### src/rtl/uart_tx_fifo.sv
// UART transmitter with write FIFO: configurable data/parity/stop/baud.
// Ports: clk, rst, wr_data/wr_valid/wr_ready, tx, busy, fifo_count, overflow.
module uart_tx_fifo #(
  parameter int CLK_FREQ   = 50_000_000,
  parameter int BAUDRATE   = 115200,
  parameter int DATA_BITS  = 8,
  parameter int PARITY     = 0,
  parameter int STOP_BITS  = 1,
  parameter int FIFO_DEPTH = 16,
  localparam int AW        = $clog2(FIFO_DEPTH)
) (
  input  logic                 clk,
  input  logic                 rst,
  input  logic [DATA_BITS-1:0] wr_data,
  input  logic                 wr_valid,
  output logic                 wr_ready,
  output logic                 tx,
  output logic                 busy,
  output logic [AW:0]          fifo_count,
  output logic                 overflow
);

  localparam int CPB = CLK_FREQ / BAUDRATE;
  localparam int CW  = $clog2(CPB);
  localparam logic [CW-1:0] CPB_LAST = CW'(CPB - 1);
  localparam logic [3:0] DB_LAST = 4'(DATA_BITS - 1);
  localparam logic [3:0] SB_LAST = 4'(STOP_BITS - 1);
  localparam logic [AW:0] DEPTH_C = (AW+1)'(FIFO_DEPTH);
  localparam logic ODD = (PARITY == 1);

  typedef enum logic [2:0] {
    S_IDLE, S_START, S_DATA, S_PARITY, S_STOP
  } state_t;

  logic [DATA_BITS-1:0] mem [FIFO_DEPTH];
  logic [AW-1:0]        wr_ptr, rd_ptr;
  logic [AW:0]          count;
  state_t               state, state_n;
  logic [CW-1:0]        baud_cnt, baud_n;
  logic [3:0]           bit_idx, bit_n;
  logic [DATA_BITS-1:0] shreg, shreg_n;
  logic                 par_q, par_n;
  logic                 tx_q, tx_n;
  logic                 push, pop;
  logic                 bit_end, has_data;

  assign has_data   = (count != '0);
  assign wr_ready   = (count != DEPTH_C);
  assign push       = wr_valid & wr_ready;
  assign overflow   = wr_valid & ~wr_ready;
  assign bit_end    = (baud_cnt == CPB_LAST);
  assign busy       = (state != S_IDLE);
  assign tx         = tx_q;
  assign fifo_count = count;

  always_ff @(posedge clk) begin
    if (push)
      mem[wr_ptr] <= wr_data;
  end

  always_ff @(posedge clk or posedge rst) begin
    if (rst) begin
      wr_ptr <= '0;
      rd_ptr <= '0;
      count  <= '0;
    end else begin
      if (push)
        wr_ptr <= wr_ptr + 1'b1;
      if (pop)
        rd_ptr <= rd_ptr + 1'b1;
      unique case ({push, pop})
        2'b10:   count <= count + 1'b1;
        2'b01:   count <= count - 1'b1;
        default: count <= count;
      endcase
    end
  end

  always_ff @(posedge clk or posedge rst) begin
    if (rst) begin
      state    <= S_IDLE;
      baud_cnt <= '0;
      bit_idx  <= '0;
      shreg    <= '0;
      par_q    <= 1'b0;
      tx_q     <= 1'b1;
    end else begin
      state    <= state_n;
      baud_cnt <= baud_n;
      bit_idx  <= bit_n;
      shreg    <= shreg_n;
      par_q    <= par_n;
      tx_q     <= tx_n;
    end
  end

  always_comb begin
    state_n = state;
    baud_n  = baud_cnt + 1'b1;
    bit_n   = bit_idx;
    shreg_n = shreg;
    par_n   = par_q;
    pop     = 1'b0;
    tx_n    = 1'b1;
    unique case (state)
      S_IDLE: begin
        baud_n = '0;
        if (has_data) begin
          pop     = 1'b1;
          state_n = S_START;
        end
      end
      S_START: begin
        if (bit_end) begin
          state_n = S_DATA;
          bit_n   = '0;
        end
      end
      S_DATA: begin
        if (bit_end) begin
          shreg_n = shreg >> 1;
          if (bit_idx == DB_LAST) begin
            bit_n   = '0;
            state_n = (PARITY != 0) ? S_PARITY : S_STOP;
          end else begin
            bit_n = bit_idx + 1'b1;
          end
        end
      end
      S_PARITY: begin
        if (bit_end) begin
          state_n = S_STOP;
          bit_n   = '0;
        end
      end
      S_STOP: begin
        if (bit_end) begin
          if (bit_idx == SB_LAST) begin
            // back-to-back: next word leaves with no idle cycle
            if (has_data) begin
              pop     = 1'b1;
              state_n = S_START;
            end else begin
              state_n = S_IDLE;
            end
          end else begin
            bit_n = bit_idx + 1'b1;
          end
        end
      end
      default: state_n = S_IDLE;
    endcase
    if (bit_end)
      baud_n = '0;
    if (pop) begin
      shreg_n = mem[rd_ptr];
      par_n   = (^mem[rd_ptr]) ^ ODD;
      baud_n  = '0;
      bit_n   = '0;
    end
    // tx registered from the next state so the pin never glitches
    unique case (state_n)
      S_START:  tx_n = 1'b0;
      S_DATA:   tx_n = shreg_n[0];
      S_PARITY: tx_n = par_n;
      default:  tx_n = 1'b1;
    endcase
  end

endmodule

### config.mk
export PLATFORM = sky130hd
export DESIGN_NAME = uart_tx_fifo
export DESIGN_NICKNAME = d
export VERILOG_FILES = /design/src/rtl/uart_tx_fifo.sv
export SDC_FILE = /design/constraint.sdc
export NUM_CORES = 1
export LEC_CHECK = 0
export ABC_AREA = 1
export ABC_CLOCK_PERIOD_IN_PS = 4300
export CAP_MARGIN = 20
export CORE_MARGIN = 1.5
export CORE_UTILIZATION = 25
export CTS_BUF_LIST = sky130_fd_sc_hd__clkbuf_8 sky130_fd_sc_hd__clkbuf_16
export DETAILED_ROUTE_END_ITERATION = 8
export SLEW_MARGIN = 5
export SYNTH_ARGS = -nofsm -noshare
export SYNTH_HDL_FRONTEND = slang
export SYNTH_SLANG_ARGS = --single-unit
export TNS_END_PERCENT = 5
### constraint.sdc
create_clock -name clk -period 4.3 [get_ports clk]
set_clock_uncertainty 0.1 [all_clocks]
set_input_delay 0.86 -clock clk [delete_from_list [all_inputs] [get_ports clk]]
set_output_delay 0.86 -clock clk [all_outputs]
set_load 0.01 [all_outputs]
==> key figures <==
Cells and area
  • Fillers: between 3000 and 4000
  • Register area: between 4000 and 5000 µm²
  • Layout Nets: 817
  • Commonest non-fill, non-tap cell in the layout: nand2_1
  • Layout area overhead: 15.29%
  • Multi-input logic area: 2245 µm²
  • Antenna cells: 0
  • Share of cells above drive strength 1: 0.05963
  • Commonest non-fill, non-tap cells in the layout: nand2_1, edfxtp_1, inv_1

Critical path
  • Slowest-stage cell, CP: inv_1
  • CP startpoint kind: flop
  • CP Class: flop to flop
  • Max stage delay on crit path: approximately 0.42 ns
  • Worst EP arrival: about 3.8 ns
  • R2R setup slack: 0.73 ns
  • Worst Setup SP: baud_cnt[1]
  • Reg2reg end: fifo_count[4]
  • R2R Path Start: baud_cnt[1]
  • Max FO, Critical Path: 12
  • R2R cell count: 18
  • Crit path to: fifo_count[4]
  • Required @ worst endpoint: 4.50 ns
  • CP Capture Type: flop
  • Crit path cell chain: inv_1, ha_1, nand2_1, nor2_1, nand2_1, o21ai_1, nand3_1, inv_1, ha_1, xor2_1, ha_1, a21oi_1, o21ai_0, a21oi_1, inv_1, o21ai_0, a21oi_1, xor2_1

Drt
  • Drt wl/cell: 13.40 µm
  • Drt initial violations: around 440
  • Via-per-instance ratio: between 4 and 5
  • Drt drc: 0
  • ANT nets after route: 0
  • Routed WL: around 16 mm
  • Routed vias: 5084
  • 1st-pass router iterations: 5

Timing
  • Hold slack: 0.3827 ns
  • Crit path time final: 3.565 ns
  • Final hold violation count: 0
  • Achievable frequency: about 0.28 GHz
  • Slew headroom: 0.4020
  • Worst Tran Pin Value: between 0.8 and 0.9 ns
  • Slew Limit Fails: 0
  • Period utilization: 0.8292
  • Endpoints failing setup: 0
  • RSZ-0062 raised after global routing: false
  • Final setup TNS: 0 ns

Yosys
  • Primary FF master, synth: edfxtp_1
  • Top cell type's share of synthesized area: 0.5073
  • Cell Area, Synth: 7577 µm²
  • Average cell area after synthesis: just under 10 µm²
  • Synth Net Count: slightly below 800
  • #FFs+latches synth: around 170
  • Distinct cells, synth: 34
  • EDFF count, synth: roughly 130
  • Post-Synthesis Cells: a little under 800
  • Yosys warnings: 0
  • Sequential cell area fraction in the yosys report: 0.6362
  • Synth area leaders: edfxtp_1, dfrtp_1, nand2_1
  • Area leader, netlist: edfxtp_1
  • Async set or reset register ratio after synthesis: 0.2335

Clock network
  • Maximum root-to-sink buffer count: 2
  • CTS tree: built
  • CTS hold repair buffers: 0
  • Clock Latency Late Sink: around 0.43 ns
  • Cts repair resizes: 0
  • Sink Count: approximately 170
  • H-tree depth: 4
  • Total CTS buffers: 17
  • Clock-pin slew on the worst setup and hold paths: ~0.07 ns
  • Root buffer cell: clkbuf_16
  • Setup bufs post-CTS: 0

Global route
  • Largest net degree at the start of global routing: 68
  • GRT Total Usage: 0.1096
  • Initial antenna violation count: 0
  • Grt ovf: 0
  • First-pass GRT wire length: between 20 and 30 mm
  • Vias in the first global route: roughly 5000

Worst hold path
  • Hold path startpoint: shreg[6]
  • Hold Crit Class: flop to flop
  • Worst Hold Depth: 2

Die
  • Rows: 63
  • Die ar.: 31360 µm²
  • Initial Utilization: 0.2550
  • Top-Level Pins: 20
  • Die span in x: around 180 µm
  • Die height: between 150 and 200 µm
  • CORE AREA: a little under 30000 µm²

Place
  • IO Port Bufs: 19
  • Dpl hpwl: approximately 10 mm
  • GPL Wtd Cong: between 0.8 and 0.9

Outcome
  • Status: complete, no violations

Power
  • Max VDD drop: 331.4 µV
  • Leakage: about 3.7 nW
  • Power Dens Cells: 634.1 nW/µm²

Run
  • Max Cap Violations: 0
synthesized netlist by cell type, types with 3 or more instances:
master and count:
nand2_1 250, xor2_1 13, a21oi_1 7, inv_1 88, nand3_1 84, buf_2 15
inv_2 5, o211ai_1 3, nor2_1 60, ha_1 13, clkbuf_1 4, o21ai_0 22
xnor2_1 4, o22ai_1 3, buf_6 4, o21ai_1 6, edfxtp_1 128, nor3_1 3
a221oi_1 4, dfrtp_1 38
critical path: cells and delay by family (launching register included):
family | cells | cell delay [ns]
buffers and inverters | 3 | 0.54
AND/OR/NAND/NOR | 4 | 0.66
flip-flops | 1 | 0.39
AO/OA/AOI/OAI | 6 | 0.81
adder cells (fa/ha/maj) | 3 | 0.67
XOR/XNOR | 2 | 0.27
logic make-up after synthesis:
group                    count (synthesis)  share of synthesized area
AO/OA/AOI/OAI                           49                    0.03732
XOR/XNOR                                17                    0.01965
flip-flops                             167                     0.6362
adder cells (fa/ha/maj)                 13                    0.02147
AND/OR/NAND/NOR                        405                     0.2178
buffers and inverters                  121                    0.06753
through the flow:
stage / worst slack (ns) / util / cells / total power, mW / cell area (µm²)
finish: 0.7345 / 0.2940 / 1195 / 5.539 / 8736
global route: 0.3533 / 0.2940 / 1195 / 5.949 / 8736
CTS: 0.7135 / 0.2940 / 1195 / 5.596 / 8736
detailed placement: 0.7377 / 0.2749 / 1164 / 4.105 / 8169
global placement: 0.8238 / 0.2749 / 1164 / 4.067 / 8169
floorplan: 1.504 / - / 772 / 3.583 / 7577
layout make-up:
type | instances | share of cell area
clock buffer | 17 | 0.04870
clock inverter | 14 | 0.01618
inverter | 95 | 0.04082
multi-input combinational | 484 | 0.2569
sequential | 167 | 0.5520
tap | 390 | 0.05586
timing repair buffer | 28 | 0.02950
routing by layer:
| layer | vias up | wire length (µm) | GRT usage |
|---|---|---|---|
| met4 | 0 | 119 | 0.02366 |
| met5 | - | 0 | 0 |
| met2 | 74 | 7787 | 0.1851 |
| li1 | 2567 | - | - |
| met3 | 10 | 710 | 0.02534 |
| met1 | 2433 | 7395 | 0.1421 |
sequential cells by signal, indices dropped and copies added, names as in the netlist:
name and count:
state 3, shreg 8, bit_idx 4, mem 128, rd_ptr 4, wr_ptr 4
tx 1, fifo_count 5, baud_cnt 9, par_q 1
where the power goes:
| group | leakage [nW] | internal [mW] | switching, mW |
|---|---|---|---|
| clock network | 0.278 | 0.813 | 0.667 |
| registers | 1.64 | 2.00 | 0.128 |
| logic | 1.76 | 0.611 | 1.32 |
| total | 3.68 | 3.42 | 2.12 |
how the worst min path moves through the flow:
stage / to / slack (ns)
global placement: shreg[6] / 0.36
detailed placement: shreg[6] / 0.37
floorplan: shreg[3] / 0.35
CTS: shreg[6] / 0.39
finish: shreg[6] / 0.38
global route: shreg[3] / 0.42
No activity file was read; power rests on OpenSTA's default activity.
